<file path="src/rtl/sdram_pattern_tester_if.sv">
// Processor-side request port of the SDRAM controller, seen from the pattern tester.
// No logic of its own; strobes and the returned data travel through it combinationally.
// mem_busy_i holds off new strobes, and mem_ack_i completes the single outstanding request.
interface sdram_pattern_tester_if #(
  parameter int ADDR_WIDTH = 25
);
  logic [ADDR_WIDTH-1:0] mem_addr_o;
  logic [15:0]           mem_data_o;
  logic                  mem_we_o;
  logic                  mem_re_o;
  logic [15:0]           mem_data_i;
  logic                  mem_ack_i;
  logic                  mem_busy_i;

  modport master (
    output mem_addr_o, mem_data_o, mem_we_o, mem_re_o,
    input  mem_data_i, mem_ack_i, mem_busy_i
  );

  modport slave (
    input  mem_addr_o, mem_data_o, mem_we_o, mem_re_o,
    output mem_data_i, mem_ack_i, mem_busy_i
  );
endinterface

</file>
<file path="src/rtl/sdram_pattern_tester.sv">
// Writes a pattern over an inclusive address range, reads it back, and counts mismatches.
// Each word takes at least 2 cycles per phase; the compare result is registered 1 cycle after the read ack.
// A strobe is issued only in a cycle where mem_busy_i is low; a missing ack ends the test after ACK_TIMEOUT cycles.
module sdram_pattern_tester #(
  parameter int ADDR_WIDTH  = 25,
  parameter int ACK_TIMEOUT = 1024
) (
  input  logic                  sys_clk,
  input  logic                  rst_n,
  input  logic                  start_i,
  input  logic [1:0]            pattern_sel_i,
  input  logic [ADDR_WIDTH-1:0] start_addr_i,
  input  logic [ADDR_WIDTH-1:0] end_addr_i,
  sdram_pattern_tester_if.master mem,
  output logic                  busy_o,
  output logic                  done_o,
  output logic                  pass_o,
  output logic                  timeout_o,
  output logic [15:0]           err_count_o,
  output logic [ADDR_WIDTH-1:0] first_err_addr_o,
  output logic [15:0]           first_err_data_o
);

  localparam int          TW        = $clog2(ACK_TIMEOUT + 1);
  localparam logic [15:0] LFSR_SEED = 16'hACE1;

  typedef enum logic [2:0] {IDLE, W_REQ, W_WAIT, R_REQ, R_WAIT, DONE} state_t;

  state_t                state_q, state_d;
  logic [ADDR_WIDTH-1:0] addr_q, start_q, end_q;
  logic [1:0]            sel_q;
  logic [15:0]           lfsr_q, lfsr_next, pat;
  logic [TW-1:0]         tcnt_q;
  logic [15:0]           err_q;
  logic [ADDR_WIDTH-1:0] ferr_addr_q;
  logic [15:0]           ferr_data_q;
  logic                  timeout_q;
  logic                  we, re, accept, step, rewind, cmp_en, to_hit;
  logic                  is_last, ack_expired;

  // The last-word test uses equality before the increment, so an all-ones end address cannot wrap.
  assign is_last     = (addr_q == end_q);
  assign ack_expired = (tcnt_q == TW'(ACK_TIMEOUT - 1));
  assign lfsr_next   = {lfsr_q[0] ^ lfsr_q[2] ^ lfsr_q[3] ^ lfsr_q[5], lfsr_q[15:1]};

  // Generate the data word for the current address in the selected pattern.
  always_comb begin
    pat = 16'h0000;
    unique case (sel_q)
      2'd0:    pat = addr_q[15:0];
      2'd1:    pat = ~addr_q[15:0];
      2'd2:    pat = lfsr_q;
      default: pat = addr_q[0] ? 16'h5555 : 16'hAAAA;
    endcase
  end

  // Compute the next state and the one-cycle control pulses that drive the datapath.
  always_comb begin
    state_d = state_q;
    we      = 1'b0;
    re      = 1'b0;
    accept  = 1'b0;
    step    = 1'b0;
    rewind  = 1'b0;
    cmp_en  = 1'b0;
    to_hit  = 1'b0;
    unique case (state_q)
      IDLE, DONE: begin
        if (start_i) begin
          accept  = 1'b1;
          state_d = (end_addr_i < start_addr_i) ? DONE : W_REQ;
        end
      end
      W_REQ: begin
        if (!mem.mem_busy_i) begin
          we      = 1'b1;
          state_d = W_WAIT;
        end
      end
      W_WAIT: begin
        if (mem.mem_ack_i) begin
          if (is_last) begin
            rewind  = 1'b1;
            state_d = R_REQ;
          end else begin
            step    = 1'b1;
            state_d = W_REQ;
          end
        end else if (ack_expired) begin
          to_hit  = 1'b1;
          state_d = DONE;
        end
      end
      R_REQ: begin
        if (!mem.mem_busy_i) begin
          re      = 1'b1;
          state_d = R_WAIT;
        end
      end
      R_WAIT: begin
        if (mem.mem_ack_i) begin
          cmp_en = 1'b1;
          if (is_last) begin
            state_d = DONE;
          end else begin
            step    = 1'b1;
            state_d = R_REQ;
          end
        end else if (ack_expired) begin
          to_hit  = 1'b1;
          state_d = DONE;
        end
      end
      default: state_d = IDLE;
    endcase
  end

  // Hold the FSM state register.
  always_ff @(posedge sys_clk or negedge rst_n) begin
    if (!rst_n) state_q <= IDLE;
    else        state_q <= state_d;
  end

  // Update the address, LFSR, ack timer, and result registers.
  always_ff @(posedge sys_clk or negedge rst_n) begin
    if (!rst_n) begin
      addr_q      <= '0;
      start_q     <= '0;
      end_q       <= '0;
      sel_q       <= 2'd0;
      lfsr_q      <= 16'h0000;
      tcnt_q      <= '0;
      err_q       <= 16'h0000;
      ferr_addr_q <= '0;
      ferr_data_q <= 16'h0000;
      timeout_q   <= 1'b0;
    end else begin
      if (accept) begin
        start_q     <= start_addr_i;
        end_q       <= end_addr_i;
        sel_q       <= pattern_sel_i;
        addr_q      <= start_addr_i;
        lfsr_q      <= LFSR_SEED;
        err_q       <= 16'h0000;
        ferr_addr_q <= '0;
        ferr_data_q <= 16'h0000;
        timeout_q   <= 1'b0;
      end
      if (rewind) begin
        addr_q <= start_q;
        lfsr_q <= LFSR_SEED;
      end
      if (step) begin
        addr_q <= addr_q + 1'b1;
        lfsr_q <= lfsr_next;
      end
      if (we || re) tcnt_q <= '0;
      else if (state_q == W_WAIT || state_q == R_WAIT) tcnt_q <= tcnt_q + TW'(1);
      if (to_hit) timeout_q <= 1'b1;
      if (cmp_en && (mem.mem_data_i != pat)) begin
        if (err_q == 16'h0000) begin
          ferr_addr_q <= addr_q;
          ferr_data_q <= mem.mem_data_i;
        end
        if (err_q != 16'hFFFF) err_q <= err_q + 16'h0001;
      end
    end
  end

  assign mem.mem_addr_o   = addr_q;
  assign mem.mem_data_o   = pat;
  assign mem.mem_we_o     = we;
  assign mem.mem_re_o     = re;
  assign busy_o           = (state_q == W_REQ) || (state_q == W_WAIT) ||
                            (state_q == R_REQ) || (state_q == R_WAIT);
  assign done_o           = (state_q == DONE);
  assign pass_o           = done_o && (err_q == 16'h0000) && !timeout_q;
  assign timeout_o        = timeout_q;
  assign err_count_o      = err_q;
  assign first_err_addr_o = ferr_addr_q;
  assign first_err_data_o = ferr_data_q;

endmodule
</file>
<file path="src/flat_wrapper.sv">
// flat-port wrapper written by rule: the top's interface ports become plain ports
module sdram_pattern_tester_flat 
#(
  parameter int ADDR_WIDTH  = 25,
  parameter int ACK_TIMEOUT = 1024
)
  (sys_clk, rst_n, start_i, pattern_sel_i, start_addr_i, end_addr_i, busy_o, done_o, pass_o, timeout_o, err_count_o, first_err_addr_o, first_err_data_o, mem_mem_addr_o, mem_mem_data_o, mem_mem_we_o, mem_mem_re_o, mem_mem_data_i, mem_mem_ack_i, mem_mem_busy_i);
  sdram_pattern_tester_if #(.ADDR_WIDTH(ADDR_WIDTH)) mem_i ();
  input  logic sys_clk;
  input  logic rst_n;
  input  logic start_i;
  input  logic [1:0] pattern_sel_i;
  input  logic [ADDR_WIDTH-1:0] start_addr_i;
  input  logic [ADDR_WIDTH-1:0] end_addr_i;
  output logic busy_o;
  output logic done_o;
  output logic pass_o;
  output logic timeout_o;
  output logic [15:0] err_count_o;
  output logic [ADDR_WIDTH-1:0] first_err_addr_o;
  output logic [15:0] first_err_data_o;
  output wire logic [$bits(mem_i.mem_addr_o)-1:0] mem_mem_addr_o;
  output wire logic [$bits(mem_i.mem_data_o)-1:0] mem_mem_data_o;
  output wire logic [$bits(mem_i.mem_we_o)-1:0] mem_mem_we_o;
  output wire logic [$bits(mem_i.mem_re_o)-1:0] mem_mem_re_o;
  input wire logic [$bits(mem_i.mem_data_i)-1:0] mem_mem_data_i;
  input wire logic [$bits(mem_i.mem_ack_i)-1:0] mem_mem_ack_i;
  input wire logic [$bits(mem_i.mem_busy_i)-1:0] mem_mem_busy_i;
  assign mem_mem_addr_o = mem_i.mem_addr_o;
  assign mem_mem_data_o = mem_i.mem_data_o;
  assign mem_mem_we_o = mem_i.mem_we_o;
  assign mem_mem_re_o = mem_i.mem_re_o;
  assign mem_i.mem_data_i = mem_mem_data_i;
  assign mem_i.mem_ack_i = mem_mem_ack_i;
  assign mem_i.mem_busy_i = mem_mem_busy_i;
  sdram_pattern_tester #(.ADDR_WIDTH(ADDR_WIDTH), .ACK_TIMEOUT(ACK_TIMEOUT)) u_core (.sys_clk(sys_clk), .rst_n(rst_n), .start_i(start_i), .pattern_sel_i(pattern_sel_i), .start_addr_i(start_addr_i), .end_addr_i(end_addr_i), .mem(mem_i), .busy_o(busy_o), .done_o(done_o), .pass_o(pass_o), .timeout_o(timeout_o), .err_count_o(err_count_o), .first_err_addr_o(first_err_addr_o), .first_err_data_o(first_err_data_o));
endmodule
</file>
<file path="config.mk">
export PLATFORM = sky130hd
export DESIGN_NAME = sdram_pattern_tester_flat
export DESIGN_NICKNAME = d
export VERILOG_FILES = /design/src/rtl/sdram_pattern_tester_if.sv /design/src/rtl/sdram_pattern_tester.sv /design/src/flat_wrapper.sv
export SDC_FILE = /design/constraint.sdc
export NUM_CORES = 1
export LEC_CHECK = 0
export BUFFER_PORTS_ARGS = -buffer_cell sky130_fd_sc_hd__buf_2
export CAP_MARGIN = 20
export CORE_AREA = 2 2 186 97
export CTS_BUF_LIST = sky130_fd_sc_hd__clkbuf_16
export CTS_CLUSTER_DIAMETER = 60
export DETAILED_ROUTE_END_ITERATION = 6
export DIE_AREA = 0 0 188 99
export GPL_TIMING_DRIVEN = 0
export HOLD_SLACK_MARGIN = 0.1
export PLACE_DENSITY_LB_ADDON = 0.2
export SYNTH_ARGS = -nofsm -noshare
export SYNTH_HDL_FRONTEND = slang
export SYNTH_SLANG_ARGS = --single-unit
</file>
<file path="constraint.sdc">
create_clock -name sys_clk -period 2.8 [get_ports sys_clk]
set_input_delay 0.42 -clock sys_clk [delete_from_list [all_inputs] [get_ports sys_clk]]
set_output_delay 0.42 -clock sys_clk [all_outputs]
set_load 0.02 [all_outputs]
</file>
==> results.json, run 1 <==
{
  "clockBufferDepth": 2,
  "gp_congestion": 0.978,
  "synth_compound_area_share_pct": 14.0,
  "dieArea_mm2": 0.0186,
  "synth_mux_area_share_pct": 6.27,
  "syn_area_mm2": 0.00951,
  "antenna_found_initial": 1,
  "drtAntennaViolNets": 0,
  "drt_pass1_iterations": 7,
  "ys.flop_type": "dfrtp_1",
  "hold_path_class": "primary input to flop",
  "setup_viol": 48,
  "intPower_w": 0.00736,
  "fp-row-count": 34,
  "yosys_warnings": 0,
  "violations": "DRC, setup timing",
  "clock-sinks": 165,
  "vias": 9246,
  "clkLatencyLatePin_ns": 0.45,
  "io_buffers": 176,
  "finalClockSkew_ns": 0.0111,
  "seq_area_frac_synth_pct": 43.4,
  "slowest_stage": "or4_4",
  "grt_pass1_wl_um": 48900,
  "hold_ws_ns": 0.170,
  "ios": 177,
  "async_flop_share_pct": 100,
  "nFillCells": 1356,
  "min_period_ns": 2.91,
  "ys_ff_latch": 165,
  "cp-start-kind": "flop",
  "synth_top_family_by_area": "simple AND/OR/NAND/NOR gates",
  "cap_violations": 0,
  "die-height_um": 99,
  "synth_top_area_share_pct": 43.4,
  "tightest_slew_ns": 0.689,
  "syn_area_per_cell_um2": 8.98,
  "grt_pass1_vias": 8395,
  "path_cells": "buf_12 -> clkbuf_16 -> xnor2_2 -> or3_1 -> nand4_1 -> nand4_1 -> or4_4 -> nand3_4 -> bufbuf_16 -> mux2i_1",
  "path_class": "flop to flop",
  "design_area_mm2": 0.0121,
  "grt-ovfl-total": 0,
  "yosys.cell_types.count": 68,
  "p_leak_nw": 6.20,
  "post-place-cells": 1470,
  "p_seq_share_pct": 31.3,
  "fin_crit_sh_pct": 104,
  "r2r_slack_ns": -0.11,
  "drt_iter0_drc": 1242,
  "coreArea_mm2": 0.0170,
  "power.total_w": 0.0138,
  "path_common_cell": "nand4_1",
  "rsz0062_at_grt": "true",
  "clkPwrFrac_pct": 17.7,
  "cts-root-buf": "clkbuf_16",
  "layout.nets": 1376,
  "critPathArrivalTime_ns": 3.28,
  "endpoint_kind": "flop",
  "powerDensity_mw_per_mm2": 1140,
  "synth_edf_count": 0,
  "die_w_um": 188,
  "ir_worst_vdd_uv": 568,
  "start_util_pct": 56.0,
  "max_slew_margin_pct": 53.7,
  "area_delta_synth_final_pct": 27.2,
  "grt_max_degree": 122,
  "slew_violations": 0,
  "dpl_cell_area_mm2": 0.0107,
  "synth_area_leaders": "dfrtp_1, nand2_1, mux2i_1",
  "synth_nets": 1160,
  "drc": 3,
  "wl_um": 32800,
  "htreeDepth": 4,
  "synthAdderAreaFrac_pct": 3.69,
  "stdcell_count": 1523,
  "wl_per_cell_um": 21.5,
  "yosysTopAreaCell": "dfrtp_1",
  "required_ns": 3.16,
  "track_usage_pct": 35.2,
  "synthesis.instances": 1059,
  "pwr-share-comb_pct": 51.0,
  "clk_pin_slew_ns": 0.07,
  "cts_tree": "done",
  "cts_buffers": 17,
  "setup_slack_ns": -0.114,
  "critPathMaxStageDelay_ns": 0.64,
  "path_max_fanout": 9,
  "via_per_inst": 6.07,
  "synthXorXnorAreaFrac_pct": 5.90,
  "hold_viol": 0,
  "max_freq_ghz": 0.343,
  "switching_power_w": 0.00643,
  "yosys.area_share.simple_pct": 20.2,
  "dp_hpwl_um": 24100,
  "drive_gt1_share_pct": 26.1,
  "status": "finished with violations",
  "p_sw_share_pct": 46.6
}
[repair_timing]
item                                    in CTS  in global routing
endpoints found under the hold margin       44                  0
hold buffers                                 1                  0
buffers inserted                            12                 10
pin swaps                                    5                 10
cloned                                       2                  2
gates resized for setup                     57                 83
endpoints found under the setup margin     100                112
[metrics by stage]
stage | utilization, % | worst slack (ns) | TNS, ns
3_3_place_gp | 63.0 | -1.60 | -247.07
6_report | 71.2 | -0.114 | -2.43
4_1_cts | 69.0 | -0.0727 | -1.42
3_5_place_dp | 63.2 | -0.738 | -37.59
5_1_grt | 71.2 | -0.204 | -7.96
2_1_floorplan | - | 0.0224 | 0
[synthesized netlist by cell type, types with 8 or more instances]
cell,count
nand2_1,199
dfrtp_1,165
inv_1,76
xnor2_1,58
mux2i_1,57
nor2_1,50
o21ai_0,50
clkbuf_1,44
nand3_1,33
ha_1,28
a21oi_1,26
nand4_1,23
o211ai_1,19
or3_1,18
and3_1,15
o22ai_1,14
a211oi_1,12
nor3_1,12
a22o_1,9
a31oi_1,9
nand4b_1,9
buf_2,8
[path summary, 6_finish.rpt]
kind,from,to,cells after the start
setup / recovery,u_core.sel_q[0],u_core.first_err_addr_o[3],10
hold / removal,pattern_sel_i[0],u_core.sel_q[0],3
setup reg to reg,u_core.sel_q[0],u_core.first_err_addr_o[3],10
hold reg to reg,u_core.start_q[1],u_core.start_q[1],2
max in group asynchronous,rst_n,u_core.first_err_addr_o[15],3
min in group asynchronous,rst_n,u_core.tcnt_q[3],2
[power groups by stage]
stage | clock [W] | sequential [W] | combinational [W]
floorplan | 0 | 0.00445 | 0.00367
global placement | 0 | 0.00412 | 0.00610
detailed placement | 0 | 0.00415 | 0.00620
CTS | 0.00243 | 0.00418 | 0.00650
global route | 0.00255 | 0.00439 | 0.00749
finish | 0.00245 | 0.00431 | 0.00703
[flip-flops by register name, summed over array words and instances, names as in the netlist]
signal	flops
u_core.first_err_addr_o	25
u_core.end_q	25
u_core.state_q	3
u_core.timeout_o	1
u_core.start_q	25
u_core.first_err_data_o	16
u_core.lfsr_q	16
u_core.sel_q	2
u_core.err_count_o	16
u_core.mem.mem_addr_o	25
u_core.tcnt_q	11
[per-layer routing]
layer / part of all wire, % / vias to the layer above / global-route usage [%]
met3: 16 / 46 / 14.0
met4: 1.3 / 0 / 7.75
met5: 0 / - / 0
met2: 37 / 607 / 43.7
met1: 46 / 4461 / 55.5
li1: - / 4132 / -
[cells by family after synthesis]
family                   Yosys count
XOR/XNOR                          64
flip-flops                       165
buffers and inverters            144
AO/OA/AOI/OAI                    196
multiplexers                      59
AND/OR/NAND/NOR                  403
adder cells (fa/ha/maj)           28
[critical path, delay by kind of cell (launching register included)]
family,cells,cell delay (ns)
simple gates,5,1.43
buf+inv,3,0.62
flops,1,0.40
mux,1,0.21
xor+xnor,1,0.16
[layout by cell type, fill, tap and decap left out, types with 7 or more instances in the layout]
cell,instances
a211oi_1,10
a21o_1,7
a21oi_1,24
a22o_1,9
a31oi_1,8
and3_1,15
and4_1,7
buf_12,9
buf_2,181
buf_4,20
clkbuf_1,20
clkbuf_16,19
clkbuf_2,15
dfrtp_1,161
ha_1,28
inv_1,77
mux2i_1,47
nand2_1,198
nand3_1,31
nand4_1,23
nand4b_1,9
nor2_1,45
nor3_1,11
o211ai_1,19
o21ai_0,49
o22a_1,7
o22ai_1,13
or3_1,18
xnor2_1,51
[cell type report]
type	instances	area, µm²	share of cell area [%]
Timing Repair Buffer	204	1260	10.4
Clock inverter	15	170	1.41
Antenna cell	1	2.50	0.0207
Clock buffer	17	425	3.52
Inverter	77	292	2.41
Tap cell	234	293	2.42
Multi-Input combinational cell	750	5100	42.2
Buffer	60	408	3.37
Sequential cell	165	4130	34.2
(Power assumes the default switching activity.)
==> inputs of run 2 (changes only) <==
Settings changed: BUFFER_PORTS_ARGS -buffer_cell sky130_fd_sc_hd__buf_2 to unset, CELL_PAD_IN_SITES_DETAIL_PLACEMENT set to 0, CELL_PAD_IN_SITES_GLOBAL_PLACEMENT set to 1, CORE_AREA 2 2 186 97 to 2 2 200 104, DIE_AREA 0 0 188 99 to 0 0 202 106, DONT_BUFFER_PORTS set to 1.
==> results.json, run 2 (synthesized netlist as in run 1, its figures left out) <==
{
  "status": "finished with violations",
  "violations": "hold timing, setup timing",
  "grt-ovfl-total": 0,
  "setup_viol": 53,
  "fin_tns_setup_ns": -9.66,
  "setup_slack_ns": -0.244,
  "pwr-share-comb_pct": 45.0,
  "critPathArrivalTime_ns": 3.40,
  "min_period_ns": 3.04,
  "clkPwrFrac_pct": 18.3,
  "route.layer.met1.wl_um": 16600,
  "powerDensity_mw_per_mm2": 1150,
  "post-place-ws_ns": -0.990,
  "drtAntennaViolNets": 0,
  "final_cell_mix": "nand2_1, dfrtp_1, inv_1",
  "drive_gt1_share_pct": 15.7,
  "io_buffers": 0,
  "start_util_pct": 47.9,
  "drt_pass1_iterations": 7,
  "hold_ws_ns": -0.329,
  "r2r_slack_ns": -0.24,
  "wl_per_cell_um": 24.2,
  "rsz0062_at_grt": "true",
  "cts-root-buf": "clkbuf_16",
  "ios": 177,
  "max_slew_margin_pct": 41.6,
  "clk_pin_slew_ns": 0.07,
  "reg2regPathDepth": 11,
  "coreArea_mm2": 0.0199,
  "switching_power_w": 0.00630,
  "r2r_end": "u_core.first_err_data_o[7]",
  "vias": 8475,
  "max_freq_ghz": 0.329,
  "track_usage_pct": 31.8,
  "dr_wl_met2_um": 12900,
  "antenna_found_initial": 1,
  "die-height_um": 106,
  "drt_iter0_drc": 957,
  "drc": 0,
  "hold_viol": 165,
  "wl_um": 34300,
  "grt_pass1_wl_um": 50300,
  "p_seq_share_pct": 36.6,
  "worstSetupStartpoint": "u_core.sel_q[0]",
  "intPower_w": 0.00707,
  "endpoint_kind": "flop",
  "layout.nets": 1232,
  "cp-start-kind": "flop",
  "nFillCells": 1757,
  "path_max_fanout": 10,
  "cp-endpoint": "u_core.first_err_data_o[7]",
  "r2r_start": "u_core.sel_q[0]",
  "clkLatencyLatePin_ns": 0.45,
  "via_per_inst": 5.98,
  "hold_path_class": "primary input to async pin",
  "tightest_slew_ns": 0.867,
  "grt_pass1_vias": 8035,
  "dp_hpwl_um": 24800,
  "required_ns": 3.15,
  "grt_max_degree": 166,
  "p_leak_nw": 5.55,
  "die_w_um": 202,
  "clock-sinks": 165,
  "path_class": "flop to flop",
  "fin_crit_sh_pct": 109,
  "gp_congestion": 0.898,
  "ir_worst_vdd_uv": 522,
  "dieArea_mm2": 0.0214,
  "htreeDepth": 4,
  "final_common_cell": "nand2_1",
  "wl_met3_um": 4500,
  "cts_tree": "done",
  "area_delta_synth_final_pct": 22.3,
  "cts_buffers": 17,
  "finalClockSkew_ns": 0.0148,
  "fp-row-count": 37,
  "postLayoutCoreUtil_pct": 58.5,
  "clockBufferDepth": 2,
  "slew_violations": 0,
  "top_layer": "met4",
  "cap_violations": 0,
  "postCtsHoldBufs": 24,
  "p_sw_share_pct": 47.1
}
## run 2: cell count changes in the layout (fill, tap and decap cells not counted), sizes merged
cell	before	now
and2	6	7
clkbuf	55	59
buf	224	52
dlygate4sd3	1	24
clkinv	6	5
inv	84	85
## run 2: power groups by stage
| stage | Sequential [W] | Clock, W | Combinational [W] |
|---|---|---|---|
| CTS | 0.00483 | 0.00246 | 0.00549 |
| global placement | 0.00482 | 0 | 0.00481 |
| global route | 0.00498 | 0.00256 | 0.00646 |
| detailed placement | 0.00484 | 0 | 0.00487 |
| finish | 0.00490 | 0.00245 | 0.00602 |
| floorplan | 0.00445 | 0 | 0.00367 |
## run 2: what timing repair did
item,in CTS,in global routing
endpoints found under the setup margin,101,119
pin swaps,2,13
resized for setup,97,72
gates cloned,3,4
setup buffers,19,7
hold endpoints to repair,189,165
## run 2: area by class of cell
class	instances	area, µm²	area share, %
antenna	1	2.50	0.0215
buffer	63	492	4.23
clock buffer	17	425	3.66
clock inverter	15	169	1.45
inverter	77	294	2.53
multi-input combinational	751	5150	44.3
sequential	165	4140	35.6
tap	273	342	2.94
timing repair buffer	56	608	5.23
## run 2: stage by stage
step	instances	cell area [µm²]	hold slack [ns]	power (W)
final	1418	11600	-0.329	0.0134
after global routing	1417	11600	-0.344	0.0140
after global placement	1332	9870	0.130	0.00963
after detailed placement	1332	9870	0.130	0.00971
after floorplan	1059	9520	0.124	0.00812
after CTS	1409	11300	-0.337	0.0128
## run 2: critical path, cell delays in order, from the launching register on
cell and delay, ns:
dfrtp_1 0.39, buf_6 0.16, buf_12 0.15, mux2i_4 0.20, mux2i_4 0.32, xnor2_2 0.16, nand4_1 0.20, or4_4 0.63
nand3_4 0.20, buf_12 0.17, buf_12 0.13, mux2i_2 0.21
## run 2: worst min path at each step
stage	end	startpoint	cells past startpoint	slack, ns
floorplan	u_core.end_q[0]	rst_n	0	0.12
global placement	u_core.tcnt_q[7]	rst_n	0	0.13
detailed placement	u_core.tcnt_q[7]	rst_n	0	0.13
CTS	u_core.err_count_o[9]	rst_n	0	-0.34
global route	u_core.err_count_o[11]	rst_n	0	-0.34
finish	u_core.tcnt_q[7]	rst_n	0	-0.33
## run 2: routing by layer
layer	up-vias	GRT usage, %
met3	31	13.0
met4	0	6.67
li1	3848	-
met1	4140	50.2
met2	456	39.1
met5	-	0
==> inputs of run 3 (changes only) <==
Settings changed: MAX_ROUTING_LAYER set to met4.
==> results.json, run 3 (synthesized netlist as in run 1, its figures left out) <==
{
  "hold_path_class": "primary input to async pin",
  "path_cells": "buf_6 -> buf_12 -> mux2i_4 -> mux2i_4 -> xnor2_2 -> nand4_1 -> or4_4 -> nand3_4 -> buf_12 -> buf_12 -> mux2i_2",
  "wl_um": 34300,
  "setup_viol": 53,
  "violations": "hold timing, setup timing",
  "dp_hpwl_um": 24800,
  "dieArea_mm2": 0.0214,
  "cp-start-kind": "flop",
  "cts_buffers": 17,
  "nFillCells": 1757,
  "endpoint_kind": "flop",
  "slew_violations": 0,
  "min_period_ns": 3.04,
  "grt_pass1_vias": 8021,
  "drc": 0,
  "critPathMaxStageDelay_ns": 0.64,
  "p_leak_nw": 5.55,
  "drtAntennaViolNets": 0,
  "cp_num_buf_inv": 4,
  "slowest_stage": "or4_4",
  "cts_tree": "done",
  "grt_max_degree": 166,
  "final_cell_mix": "nand2_1, dfrtp_1, inv_1",
  "area_delta_synth_final_pct": 22.3,
  "drive_gt1_share_pct": 15.7,
  "cts-root-buf": "clkbuf_16",
  "status": "finished with violations",
  "max_freq_ghz": 0.329,
  "design_area_mm2": 0.0116,
  "io_buffers": 0,
  "postLayoutCoreUtil_pct": 58.5,
  "tightest_slew_ns": 0.881,
  "drt_pass1_iterations": 5,
  "gp_congestion": 0.913,
  "drt_iter0_drc": 987,
  "wl_per_cell_um": 24.2,
  "finalClockSkew_ns": 0.0140,
  "track_usage_pct": 32.8,
  "htreeDepth": 4,
  "max_slew_margin_pct": 40.8,
  "hold_viol": 165,
  "ir_worst_vdd_uv": 527,
  "path_max_fanout": 10,
  "clockBufferDepth": 2,
  "die-height_um": 106,
  "via_per_inst": 6.08,
  "grt-ovfl-total": 0,
  "dpl_cell_area_mm2": 0.00987,
  "final_common_cell": "nand2_1",
  "postCtsHoldBufs": 24,
  "clock-sinks": 165,
  "cp_top_family": "simple AND/OR/NAND/NOR gates",
  "fin_crit_sh_pct": 109,
  "required_ns": 3.16,
  "hold_ws_ns": -0.329,
  "layout.nets": 1232,
  "coreArea_mm2": 0.0199,
  "critPathArrivalTime_ns": 3.40,
  "die_w_um": 202,
  "setup_slack_ns": -0.241,
  "rsz0062_at_grt": "true",
  "clk_pin_slew_ns": 0.07,
  "path_common_cell": "buf_12",
  "ios": 177,
  "powerDensity_mw_per_mm2": 1150,
  "grt_pass1_wl_um": 50300,
  "antenna_found_initial": 1,
  "clkLatencyLatePin_ns": 0.45,
  "cap_violations": 0,
  "vias": 8617,
  "start_util_pct": 47.9,
  "path_class": "flop to flop",
  "fp-row-count": 37
}
## run 3: cell counts in the layout (fill, tap and decap cells not counted)
No cell type changed its count.
## run 3: final timing paths
path                                          endpoint               start  cells past startpoint  slack (ns)
max                         u_core.first_err_data_o[7]     u_core.sel_q[0]                     11       -0.24
min                                   u_core.tcnt_q[7]               rst_n                      0       -0.33
max reg2reg                 u_core.first_err_data_o[7]     u_core.sel_q[0]                     11       -0.24
min reg2reg                          u_core.start_q[0]   u_core.start_q[0]                      2        0.48
max in group asynchronous     u_core.mem.mem_addr_o[7]               rst_n                      0        2.86
min in group sys_clk       u_core.first_err_data_o[14]  mem_mem_data_i[14]                      2        0.10
## run 3: worst register-to-register path, cell delays in order (launching register included)
cell,delay (ns)
dfrtp_1,0.39
buf_6,0.16
buf_12,0.16
mux2i_4,0.20
mux2i_4,0.33
xnor2_2,0.16
nand4_1,0.20
or4_4,0.64
nand3_4,0.20
buf_12,0.17
buf_12,0.14
mux2i_2,0.21
## run 3: per-layer routing
metal | wire length (µm) | vias up | share of wire [%] | GRT usage [%]
met5 | 0 | - | 0 | -
met4 | 401 | 0 | 1.2 | 6.41
met3 | 4270 | 35 | 12 | 12.7
met2 | 12800 | 435 | 37 | 39.3
met1 | 16800 | 4291 | 49 | 50.6
li1 | - | 3856 | - | -
## run 3: metrics by stage
step	std cells	setup WS [ns]	hold WS [ns]	total power, W	TNS [ns]
CTS	1409	-0.232	-0.337	0.0128	-9.44
global placement	1332	-0.966	0.130	0.00963	-65.51
detailed placement	1332	-0.990	0.130	0.00971	-66.51
floorplan	1059	0.0224	0.124	0.00812	0
finish	1418	-0.241	-0.329	0.0134	-9.63
global route	1418	-0.292	-0.343	0.0140	-12.95
## run 3: final cells by class
class	count	area (µm²)	area share [%]
antenna	1	2.50	0.0215
buffer	63	492	4.23
clock buffer	17	425	3.66
clock inverter	15	169	1.45
inverter	77	294	2.53
multi-input combinational	751	5150	44.3
sequential	165	4140	35.6
tap	273	342	2.94
timing repair buffer	56	608	5.23
## run 3: power breakdown
group,switching (W),internal (W),leakage (nW)
clock network,0.00112,0.00134,0.296
registers,0.00160,0.00330,2.10
logic,0.00360,0.00242,3.16
total,0.00632,0.00707,5.55
## run 3: timing repair
item | 4_1_cts | 5_1_grt
endpoints found under the setup margin | 101 | 119
endpoints found under the hold margin | 189 | 165
setup buffers | 19 | 7
pin swaps | 2 | 13
gates cloned | 3 | 4
resized for setup | 97 | 72
